$ cat src/rtl/bp_cce_mshr_bank.sv
// +--------------------------------------------------------------------------+
// | bp_cce_mshr_bank: multi-entry MSHR store with block-conflict gating.     |
// | Revision: 1.0                                                            |
// +--------------------------------------------------------------------------+
`default_nettype none

module bp_cce_mshr_bank #(
  parameter int mshr_els_p               = 4,
  parameter int paddr_width_p            = 40,
  parameter int lce_id_width_p           = 2,
  parameter int lce_assoc_width_p        = 3,
  parameter int flag_width_p             = 16,
  parameter int lg_block_size_in_bytes_p = 6,
  localparam int id_width_lp  = (mshr_els_p > 1) ? $clog2(mshr_els_p) : 1,
  localparam int cnt_width_lp = ((mshr_els_p + 1) > 1) ? $clog2(mshr_els_p + 1) : 1
) (
  input  logic                         clk_i,
  input  logic                         reset_i,
  input  logic                         alloc_v_i,
  output logic                         alloc_ready_and_o,
  input  logic [paddr_width_p-1:0]     alloc_paddr_i,
  input  logic [lce_id_width_p-1:0]    alloc_lce_id_i,
  input  logic [lce_assoc_width_p-1:0] alloc_lru_way_i,
  input  logic [flag_width_p-1:0]      alloc_flags_i,
  output logic [id_width_lp-1:0]       alloc_id_o,
  input  logic                         wr_v_i,
  input  logic [id_width_lp-1:0]       wr_id_i,
  input  logic                         wr_way_v_i,
  input  logic [lce_assoc_width_p-1:0] wr_way_i,
  input  logic                         wr_owner_v_i,
  input  logic [lce_id_width_p-1:0]    wr_owner_i,
  input  logic [flag_width_p-1:0]      wr_flags_mask_i,
  input  logic [flag_width_p-1:0]      wr_flags_i,
  input  logic                         free_v_i,
  input  logic [id_width_lp-1:0]       free_id_i,
  input  logic [id_width_lp-1:0]       rd_id_i,
  output logic                         rd_v_o,
  output logic [paddr_width_p-1:0]     rd_paddr_o,
  output logic [lce_id_width_p-1:0]    rd_lce_id_o,
  output logic [lce_assoc_width_p-1:0] rd_lru_way_o,
  output logic [lce_assoc_width_p-1:0] rd_way_o,
  output logic [lce_id_width_p-1:0]    rd_owner_o,
  output logic [flag_width_p-1:0]      rd_flags_o,
  output logic [cnt_width_lp-1:0]      count_o,
  output logic                         full_o,
  output logic                         empty_o
);

  localparam int TAG_MSB = paddr_width_p - 1;
  localparam int TAG_LSB = lg_block_size_in_bytes_p;

  logic [mshr_els_p-1:0]        valid_q, valid_d;
  logic [paddr_width_p-1:0]     paddr_q [mshr_els_p];
  logic [paddr_width_p-1:0]     paddr_d [mshr_els_p];
  logic [lce_id_width_p-1:0]    lce_q   [mshr_els_p];
  logic [lce_id_width_p-1:0]    lce_d   [mshr_els_p];
  logic [lce_assoc_width_p-1:0] lru_q   [mshr_els_p];
  logic [lce_assoc_width_p-1:0] lru_d   [mshr_els_p];
  logic [lce_assoc_width_p-1:0] way_q   [mshr_els_p];
  logic [lce_assoc_width_p-1:0] way_d   [mshr_els_p];
  logic [lce_id_width_p-1:0]    owner_q [mshr_els_p];
  logic [lce_id_width_p-1:0]    owner_d [mshr_els_p];
  logic [flag_width_p-1:0]      flags_q [mshr_els_p];
  logic [flag_width_p-1:0]      flags_d [mshr_els_p];
  logic [cnt_width_lp-1:0]      count_q, count_d;

  logic                   conflict;
  logic                   alloc_fire;
  logic                   free_any;
  logic [id_width_lp-1:0] alloc_id;
  logic [mshr_els_p-1:0]  alloc_sel, free_sel, wr_sel;

  // Descending scan leaves the lowest-index free slot in alloc_id.
  always_comb begin
    conflict = 1'b0;
    alloc_id = '0;
    for (int i = mshr_els_p - 1; i >= 0; i--) begin
      if (!valid_q[i]) alloc_id = id_width_lp'(i);
      if (valid_q[i] && (paddr_q[i][TAG_MSB:TAG_LSB] == alloc_paddr_i[TAG_MSB:TAG_LSB]))
        conflict = 1'b1;
    end
  end

  assign full_o            = (count_q == cnt_width_lp'(mshr_els_p));
  assign empty_o           = (count_q == '0);
  assign count_o           = count_q;
  assign alloc_ready_and_o = ~full_o & ~conflict;
  assign alloc_id_o        = alloc_id;
  assign alloc_fire        = alloc_v_i & alloc_ready_and_o;

  // Ids beyond the populated depth never match, so they are silently ignored.
  always_comb begin
    for (int i = 0; i < mshr_els_p; i++) begin
      alloc_sel[i] = alloc_fire && (alloc_id == id_width_lp'(i));
      free_sel[i]  = free_v_i && (free_id_i == id_width_lp'(i)) && valid_q[i];
      wr_sel[i]    = wr_v_i && (wr_id_i == id_width_lp'(i)) && valid_q[i];
    end
  end

  assign free_any = |free_sel;

  always_comb begin
    valid_d = valid_q;
    paddr_d = paddr_q;
    lce_d   = lce_q;
    lru_d   = lru_q;
    way_d   = way_q;
    owner_d = owner_q;
    flags_d = flags_q;
    for (int i = 0; i < mshr_els_p; i++) begin
      if (alloc_sel[i]) begin
        valid_d[i] = 1'b1;
        paddr_d[i] = alloc_paddr_i;
        lce_d[i]   = alloc_lce_id_i;
        lru_d[i]   = alloc_lru_way_i;
        way_d[i]   = '0;
        owner_d[i] = '0;
        flags_d[i] = alloc_flags_i;
      end else if (free_sel[i]) begin
        valid_d[i] = 1'b0;
      end else if (wr_sel[i]) begin
        if (wr_way_v_i)   way_d[i]   = wr_way_i;
        if (wr_owner_v_i) owner_d[i] = wr_owner_i;
        flags_d[i] = (flags_q[i] & ~wr_flags_mask_i) | (wr_flags_i & wr_flags_mask_i);
      end
    end
    count_d = count_q + cnt_width_lp'(alloc_fire) - cnt_width_lp'(free_any);
  end

  always_ff @(posedge clk_i) begin
    if (reset_i) begin
      valid_q <= '0;
      count_q <= '0;
      for (int i = 0; i < mshr_els_p; i++) begin
        paddr_q[i] <= '0;
        lce_q[i]   <= '0;
        lru_q[i]   <= '0;
        way_q[i]   <= '0;
        owner_q[i] <= '0;
        flags_q[i] <= '0;
      end
    end else begin
      valid_q <= valid_d;
      count_q <= count_d;
      paddr_q <= paddr_d;
      lce_q   <= lce_d;
      lru_q   <= lru_d;
      way_q   <= way_d;
      owner_q <= owner_d;
      flags_q <= flags_d;
    end
  end

  // Invalid entries read as all zeros rather than exposing stale fields.
  always_comb begin
    rd_v_o       = 1'b0;
    rd_paddr_o   = '0;
    rd_lce_id_o  = '0;
    rd_lru_way_o = '0;
    rd_way_o     = '0;
    rd_owner_o   = '0;
    rd_flags_o   = '0;
    for (int i = 0; i < mshr_els_p; i++) begin
      if ((rd_id_i == id_width_lp'(i)) && valid_q[i]) begin
        rd_v_o       = 1'b1;
        rd_paddr_o   = paddr_q[i];
        rd_lce_id_o  = lce_q[i];
        rd_lru_way_o = lru_q[i];
        rd_way_o     = way_q[i];
        rd_owner_o   = owner_q[i];
        rd_flags_o   = flags_q[i];
      end
    end
  end

`ifndef SYNTHESIS
  always_ff @(posedge clk_i) begin
    if (!reset_i && free_v_i && !free_any)
      $error("bp_cce_mshr_bank: free of invalid entry %0d", free_id_i);
  end
`endif

endmodule

`default_nettype wire

$ cat config.mk
export PLATFORM = sky130hd
export DESIGN_NAME = bp_cce_mshr_bank
export DESIGN_NICKNAME = d
export VERILOG_FILES = /design/src/rtl/bp_cce_mshr_bank.sv
export SDC_FILE = /design/constraint.sdc
export NUM_CORES = 1
export LEC_CHECK = 0
export CORE_MARGIN = 2
export CORE_UTILIZATION = 57
export CTS_CLUSTER_SIZE = 12
export DETAILED_ROUTE_END_ITERATION = 8
export PLACE_DENSITY_LB_ADDON = 0.08
export SKIP_CTS_REPAIR_TIMING = 1
export SLEW_MARGIN = 10
export SYNTH_ARGS = -nofsm -noshare
export SYNTH_HDL_FRONTEND = slang
export SYNTH_SLANG_ARGS = --single-unit
$ cat constraint.sdc
create_clock -name clk_i -period 3.8 [get_ports clk_i]
set_clock_uncertainty 0.1 [all_clocks]
set_input_delay 0.38 -clock clk_i [delete_from_list [all_inputs] [get_ports clk_i]]
set_output_delay 0.38 -clock clk_i [all_outputs]
set_load 0.005 [all_outputs]
# Yosys cells after proc, flatten, opt, wreduce, memory -nomap -nowiden
# Cells that the tools add are included.
[op_classes]
multipliers = 0
muxes = 56
n_lt_le_gt_ge = 0
n_shift = 0
addsub = 2
n_bitwise = 18
n_div = 0
reduce_logical = 58
eq_ne = 21
[ops]
columns = ["cell", "n"]
rows = [
  ["16-bit 2-to-1 mux", 16],
  ["40-bit 2-to-1 mux", 4],
  ["34-bit equality test", 4],
  ["16-bit bitwise AND", 5],
  ["16-bit OR", 4],
  ["1-bit logical AND", 28],
  ["2-bit 2-to-1 mux", 12],
  ["3-bit 2-to-1 mux", 8],
  ["3-bit AND reduction", 8],
  ["2-bit equality test (second input constant)", 8],
  ["1-bit 2-to-1 mux", 16],
  ["16-bit inverter", 1],
  ["2-bit nonzero test", 8],
  ["2-bit by 1-bit equality test with 1-bit output (second input constant)", 4],
  ["2-bit logical NOT", 4],
  ["2-bit != test (second input constant)", 4],
  ["2-bit AND reduction", 4],
  ["2-bit OR reduction", 4],
  ["1-bit inverter", 6],
  ["4-bit OR reduction", 1],
  ["3-bit by 1-bit adder with 3-bit output", 1],
  ["3-bit equality test (second input constant)", 1],
  ["3-bit logical NOT", 1],
  ["3-bit by 1-bit subtractor with 3-bit output", 1],
  ["1-bit bitwise AND", 2],
]
[word_totals]
latch_bits = 0
wordCells = 184
register_bits = 271
inputBits = 111
mem_bits_rw = 0
n_memories = 0
romBits = 0
output_inout_bits = 75

# Logic depth before layout (Yosys ltp)
# Gate-level depths: netlist of run 1.
[depth]
ltp_word = 12
depth_mapped = 16
depth_no_buf = 15

# Least setup slack after synthesis of run 1
# Ideal clock, no wire load.
[synth_path]
path_kind = "input to register"
start = "in alloc_paddr_i[39]"
end = "reg count_q[2] (netlist: count_o[2])"
t_required_ns = 3.572
setup_ns = 0.128
t_arrival_ns = 2.858
path_buffers = 1
cell_stages = 16
setup_slack_ns = 0.714
path_cell_list = "buf_4 > xor2_1 > nor4_1 > nand4_1 > or3_1 > o21ai_2 > nor2_1 > nand2_1 > ha_1 > inv_1 > ha_1 > inv_1 > fa_1 > xor2_1 > xnor2_1 > nor2_1"
[synth_between]
elab_chain_cells = 11
elab_cells_between_ends = 17
classes_between = "add/sub (2); eq/ne (4); mux (4); bitwise (3); reduce/logical (4)"
[synth_rtl]
columns = ["item", "line", "source"]
rows = [
  ["start: declaration", "21", "input logic [paddr_width_p-1:0] alloc_paddr_i,"],
  ["34-bit equality test", "79", "if (valid_q[i] && (paddr_q[i][TAG_MSB:TAG_LSB] == alloc_paddr_i[TAG_MSB:TAG_LSB]))"],
  ["1-bit logical AND", "79", ""],
  ["1-bit 2-to-1 mux (3 in a row)", "79", ""],
  ["1-bit 2-to-1 mux *", "79", ""],
  ["1-bit inverter *", "87", "assign alloc_ready_and_o = ~full_o & ~conflict;"],
  ["1-bit bitwise AND *", "87", ""],
  ["named net alloc_ready_and_o", "20", "output logic alloc_ready_and_o,"],
  ["1-bit bitwise AND *", "89", "assign alloc_fire = alloc_v_i & alloc_ready_and_o;"],
  ["3-bit by 1-bit adder with 3-bit output *", "127", "count_d = count_q + cnt_width_lp'(alloc_fire) - cnt_width_lp'(free_any);"],
  ["3-bit by 1-bit subtractor with 3-bit output *", "127", ""],
  ["end signal: assignment", "144", "count_q <= count_d;"],
  ["end: declaration", "65", "logic [cnt_width_lp-1:0] count_q, count_d;"],
]
# Mark *: on every way through the listed nets, which the timed path passes. The rest lies on a longest branch.
# A chain may end at the register's enable or synchronous reset.

# Worst setup path after layout of run 1
[layout_path]
start = "reg paddr_q[30] in the netlist's numbering"
end = "out alloc_ready_and_o"
[layout_between]
elab_chain_cells = 8
[layout_rtl]
columns = ["item", "line", "source"]
rows = [
  ["start: declaration", "53", "logic [paddr_width_p-1:0] paddr_q [mshr_els_p];"],
  ["start signal: assignment", "145", "paddr_q <= paddr_d;"],
  ["34-bit equality test", "79", ""],
  ["1-bit logical AND", "79", ""],
  ["1-bit 2-to-1 mux (4 in a row)", "79", ""],
  ["1-bit inverter", "87", ""],
  ["1-bit bitwise AND", "87", ""],
  ["end: declaration", "20", ""],
]
# No other way between the ends.

==> summary.txt, run 1 <==
# fillers: 2082
Worst Path Max Fanout: 3
First-pass DRT Iterations: 5
Port Buffers: 185
FMAX: 283.5 MHz
largest area contributor in the netlist: dfxtp_1
sum of buffers and inverters on the critical path: 3
Core Util, Final: 0.6956
max cap viols: 0
fraction of layout cells with a size suffix above 1: 0.07488
synth warn: 0
Chip Height: 166.8 um
slowest library cell on the worst path: nor4_1
dominant cell by count in the synthesized netlist: dfxtp_1
final setup vio count: 0
reg2reg setup slack: 0.43 ns
CP startpoint kind: flop
cells along the critical path: xor2_1 -> nor4_1 -> buf_4 -> nand4_1 -> or3_1 -> o21ai_2 -> nor2_1 -> buf_4 -> clkdlybuf4s50_1
Post-synth EDFFs: 0
Critical Path RT: 3.32 ns
synth cell count leaders: dfxtp_1 (271), mux2i_1 (254), nand2b_1 (244)
DRC Markers: 0
I/O pin count: 186
Critical R2R Capture: count_o[2]
CTS tree: built
crit path capture type: output pin
Detailed Place HPWL: 29790 um
Inst Count DP: 2084
DR vias: 12810
slowest stage delay, CP: 0.49 ns
crit share post-route: 0.9283
Max H-tree Level: 1
mapped cell area: 15100 um^2
area of the core: 26060 um^2
post-synth top area share: 0.3592
Synth Area per Inst: 9.059 um^2
DR iter-0 viols: 1288
fin. max-slew vios: 0
gr usage total: 0.3147
CP Data Arrival Time: 3.05 ns
Tot Pwr: 0.007487 W
Layout area overhead: 20.03%
number of synthesized register bits: 271
Routability Congestion: 0.9812
die width: 166.8 um
CP most frequent cell: buf_4
Pwr Density: 413.0 nW/um^2
worst slack, placed: -0.07966 ns
starting density of the core: 0.5795
global-route wire length before repair: 70920 um
Rows: 59
critical path class: reg2out
Distinct cells, synth: 40
cell area after placement: 17110 um^2
FF-to-FF Start: paddr_q[30]
crit path launch: paddr_q[30]
CP top delay family: simple AND/OR/NAND/NOR gates
Mapped Nets: 1781
Final Cell Area: 18130 um^2
Routed Antenna Nets: 0
worst relative slew slack: 0.4347
register area share after synthesis: 0.3592
outcome: completed
Inserted Clock Buffers: 30
Clock Path Buffers: 3
Final Non-Filler Cells: 2139
Crit. path cell count: 9
Worst Max-Slew Pin Slew: 0.8434 ns
VDD IR max: 358.1 uV
Total Wirelength: 45030 um
vias in the first global route: 12920
leak pwr: 7.594 nW
DR vias/cell: 5.991
Synth area leaders: dfxtp_1 (36%), mux2i_1 (17%), nand2b_1 (10%)
clk sinks: 271
final hold violations: 0
pin count of the biggest net entering global routing: 123
min Tclk post-route: 3.528 ns
worst hold-check path type: reg2reg
prevailing post-synth register cell: dfxtp_1
die area: 27810 um^2
Worst Reg2Reg Path Length in Cells: 16
post-layout net count: 1895
total grt overflow: 0
cell chosen for the clock root: clkbuf_16
Setup crit end: alloc_ready_and_o
gate count after technology mapping: 1667
Clock Latency Late Sink: 0.56 ns
RSZ-0062 raised after global routing: no
asr flop ratio synth: 0
antenna violations before repair: 1
final worst slack: 0.2723 ns
Clock transition at path regs: 0.06 ns
DR WL/cell: 21.05 um
==> per-layer routing <==
layer / global-route usage / wire length [um] / vias up
li1: - / - / 6019
met1: 0.4091 / 19050 / 6178
met2: 0.5273 / 21350 / 514
met3: 0.04373 / 3005 / 103
met4: 0.1293 / 1629 / 0
met5: 0 / 0 / -
==> cell type report <==
| type | count | area, um^2 | area share |
|---|---|---|---|
| antenna | 1 | 2.502 | 0.0001380 |
| clock buffer | 43 | 860.8 | 0.04749 |
| clock inverter | 11 | 155.1 | 0.008559 |
| inverter | 4 | 15.01 | 0.0008283 |
| multi-input combinational | 1227 | 8768 | 0.4837 |
| sequential | 271 | 5425 | 0.2993 |
| tap | 335 | 419.2 | 0.02312 |
| timing repair buffer | 247 | 2481 | 0.1369 |
==> power breakdown <==
| group | internal (W) | switching, W | total [W] |
|---|---|---|---|
| Clock | 0.00183 | 0.00118 | 0.00301 |
| Sequential | 0.00303 | 0.000168 | 0.00319 |
| Combinational | 0.000626 | 0.000655 | 0.00128 |
| Total | 0.00548 | 0.00200 | 0.00749 |
==> worst min path at each step <==
stage / from / end / slack, ns / depth (start not counted)
2_1_floorplan: lce_q[7] / lce_q[7] / 0.35 / 2
4_1_cts: lru_q[11] / lru_q[11] / 0.38 / 2
6_report: paddr_q[122] / paddr_q[122] / 0.37 / 2
3_3_place_gp: paddr_q[122] / paddr_q[122] / 0.36 / 2
3_5_place_dp: paddr_q[0] / paddr_q[0] / 0.36 / 2
5_1_grt: paddr_q[0] / paddr_q[0] / 0.39 / 2
==> per-stage QoR <==
step | setup TNS [ns] | hold slack (ns)
after floorplan | 0 | 0.3484
after global placement | -0.05150 | 0.3582
after detailed placement | -0.07966 | 0.3643
after CTS | 0 | 0.3759
after global routing | 0 | 0.3933
final | 0 | 0.3738
==> worst reg2reg max path: stages (launching register included) <==
cell,delay (ns)
dfxtp_1,0.33
xor2_1,0.18
nor4_1,0.49
buf_4,0.20
nand4_1,0.08
or3_1,0.35
o21ai_2,0.14
nor2_1,0.11
nand2_1,0.09
ha_1,0.22
inv_1,0.05
ha_1,0.13
inv_1,0.05
fa_1,0.39
xor2_1,0.16
xnor2_1,0.13
nor2_1,0.05
==> cell usage in the layout, fill, tap and decap left out, types with 2 or more instances in the layout <==
cell,Yosys,layout
or4_4,0,2
nand2_1,147,146
nand4_1,27,27
or3_1,3,2
o21ai_0,4,4
nor4_1,12,12
mux2i_1,254,254
xnor2_1,101,101
ha_1,2,2
a21o_1,64,64
clkbuf_1,84,8
dfxtp_1,271,271
nor3_2,0,2
nand3_1,68,67
nand3b_1,3,3
and3b_1,11,10
mux2_2,11,11
nor2_1,7,5
inv_1,4,4
nor3_1,17,15
o22ai_1,66,66
nor2_2,0,2
buf_4,48,49
a21oi_1,71,71
nand2b_1,244,244
bufinv_16,0,4
a22oi_1,66,66
xor2_1,37,37
buf_12,4,13
clkbuf_8,0,4
clkdlybuf4s50_1,0,184
clkbuf_16,0,31
clkinv_2,0,7
==> cell families after synthesis <==
family,after synthesis,synth area share
and+or+nand+nor,546,0.1966
AOI/OAI and AO/OA,274,0.1196
DFF,271,0.3592
muxes,266,0.1780
buffers and inverters,169,0.06346
xor gates and xnor gates,138,0.08003
adders and majority gates,3,0.002982
No activity file was read; power rests on OpenSTA's default activity.
==> run 2, diff against run 1 <==
==> constraint.sdc (replaced) <==
create_clock -name clk_i -period 3.8 [get_ports clk_i]
set_clock_uncertainty 0.1 [all_clocks]
set_input_delay 0.76 -clock clk_i [delete_from_list [all_inputs] [get_ports clk_i]]
set_output_delay 0.76 -clock clk_i [all_outputs]
set_load 0.005 [all_outputs]
==> summary.txt, run 2 (synthesis results as in run 1) <==
# fillers: 1991
Inserted Clock Buffers: 30
RSZ-0062 raised after global routing: no
Sw Share: 0.2713
Clock Path Buffers: 3
starting density of the core: 0.5795
crit path capture type: output pin
global-route wire length before repair: 70650 um
cell chosen for the clock root: clkbuf_16
DR iter-0 viols: 1073
Max H-tree Level: 1
Routed Antenna Nets: 0
sum of buffers and inverters on the critical path: 3
Clock Latency Late Sink: 0.56 ns
CP startpoint kind: flop
CP Data Arrival Time: 2.66 ns
Detailed Place HPWL: 30530 um
slowest library cell on the worst path: clkdlybuf4s50_1
Port Buffers: 185
max cap viols: 0
cells along the critical path: nor3b_2 -> buf_4 -> buf_4 -> a22oi_1 -> a21oi_1 -> clkdlybuf4s50_1
Internal: 0.005458 W
min Tclk post-route: 3.523 ns
critical path class: reg2out
worst hold-check path type: reg2reg
slowest stage delay, CP: 0.57 ns
Chip Height: 166.8 um
post-layout net count: 1948
clk sinks: 271
Clk pwr share: 0.390
First-pass DRT Iterations: 5
I/O pin count: 186
Pwr Density: 396.5 nW/um^2
VDD IR max: 335.8 uV
die width: 166.8 um
DRC Markers: 0
area of the core: 26060 um^2
Worst Max-Slew Pin Slew: 0.7469 ns
CP most frequent cell: buf_4
Register Area: 5425 um^2
combinational power share: 0.182
footprint of the multi-input gates: 8967 um^2
DR vias/cell: 5.948
pin count of the biggest net entering global routing: 114
most common cell after layout, fill and taps aside: dfxtp_1
Layout area overhead: 25.08%
fin. max-slew vios: 0
setup TNS: 0 ns
antenna violations before repair: 0
DR WL/cell: 20.83 um
final setup vio count: 0
Critical Path RT: 2.94 ns
outcome: completed
sw power: 0.002032 W
Clock transition at path regs: 0.06 ns
most frequent cells in the layout: dfxtp_1 (271), mux2i_1 (254), nand2b_1 (244)
CTS tree: built
crit share post-route: 0.9270
fraction of layout cells with a size suffix above 1: 0.1169
CP top delay family: buffers and inverters
total grt overflow: 0
worst relative slew slack: 0.5020
Total Wirelength: 45680 um
Routability Congestion: 0.9860
Worst Path Max Fanout: 10
Rows: 59
DR vias: 13040
die area: 27810 um^2
vias in the first global route: 12670
final hold violations: 0
leak pwr: 8.297 nW
minimum hold slack: 0.3717 ns
FMAX: 283.9 MHz
register share of total power: 0.428
gr usage total: 0.3161
==> run 2: cell types whose count changed in the layout (fill, tap and decap cells not counted), sizes merged, moves of 2 or more <==
cell / delta
buf: +54
bufinv: -2
clkbuf: +3
clkdlybuf4s50: -37
dlymetal6s2s: +34
==> run 2: cell type report <==
class / count / area share
multi-input combinational: 1227 / 0.4747
sequential: 271 / 0.2872
timing repair buffer: 300 / 0.1625
clock buffer: 44 / 0.04683
tap: 335 / 0.02219
clock inverter: 10 / 0.005432
inverter: 4 / 0.0007949
antenna: 2 / 0.0002650
==> run 2: per-layer routing <==
layer | GRT usage | vias up | part of all wire
met3 | 0.03992 | 94 | 0.060
met4 | 0.1331 | 0 | 0.038
met5 | 0 | - | 0
met2 | 0.5234 | 500 | 0.47
li1 | - | 6120 | -
met1 | 0.4175 | 6330 | 0.43
==> run 2: path summary, 6_finish.rpt <==
check	startpoint	end	slack, ns	depth (start not counted)
min	lru_q[10]	lru_q[10]	0.37	2
max	valid_q[0]	rd_paddr_o[16]	0.28	6
min reg2reg	lru_q[10]	lru_q[10]	0.37	2
max reg2reg	paddr_q[142]	count_o[2]	0.57	16
==> run 2: per-stage QoR <==
stage / cells / worst slack [ns] / util / instance area [um^2] / power [W]
after detailed placement: 2136 / -0.4247 / 0.6754 / 17600 / 0.004565
after CTS: 2190 / -0.3230 / 0.7133 / 18590 / 0.007470
after global placement: 2136 / -0.4303 / 0.6754 / 17600 / 0.004542
after global routing: 2191 / 0.1552 / 0.7247 / 18880 / 0.007746
final: 2193 / 0.2772 / 0.7249 / 18890 / 0.007490
after floorplan: 1667 / 0.3344 / - / 15100 / 0.004016
==> run 2: power groups by stage <==
stage / Clock (W) / Sequential [W] / Combinational (W)
2_1_floorplan: 0 / 0.00320 / 0.000818
3_3_place_gp: 0 / 0.00324 / 0.00130
3_5_place_dp: 0 / 0.00325 / 0.00132
4_1_cts: 0.00296 / 0.00319 / 0.00132
5_1_grt: 0.00308 / 0.00322 / 0.00145
6_report: 0.00292 / 0.00320 / 0.00137
==> run 2: tightest hold or removal path, delay by kind of cell, from the launching register on <==
family | cells | cell delay (ns)
flops | 1 | 0.31
mux | 1 | 0.05
simple gates | 1 | 0.06
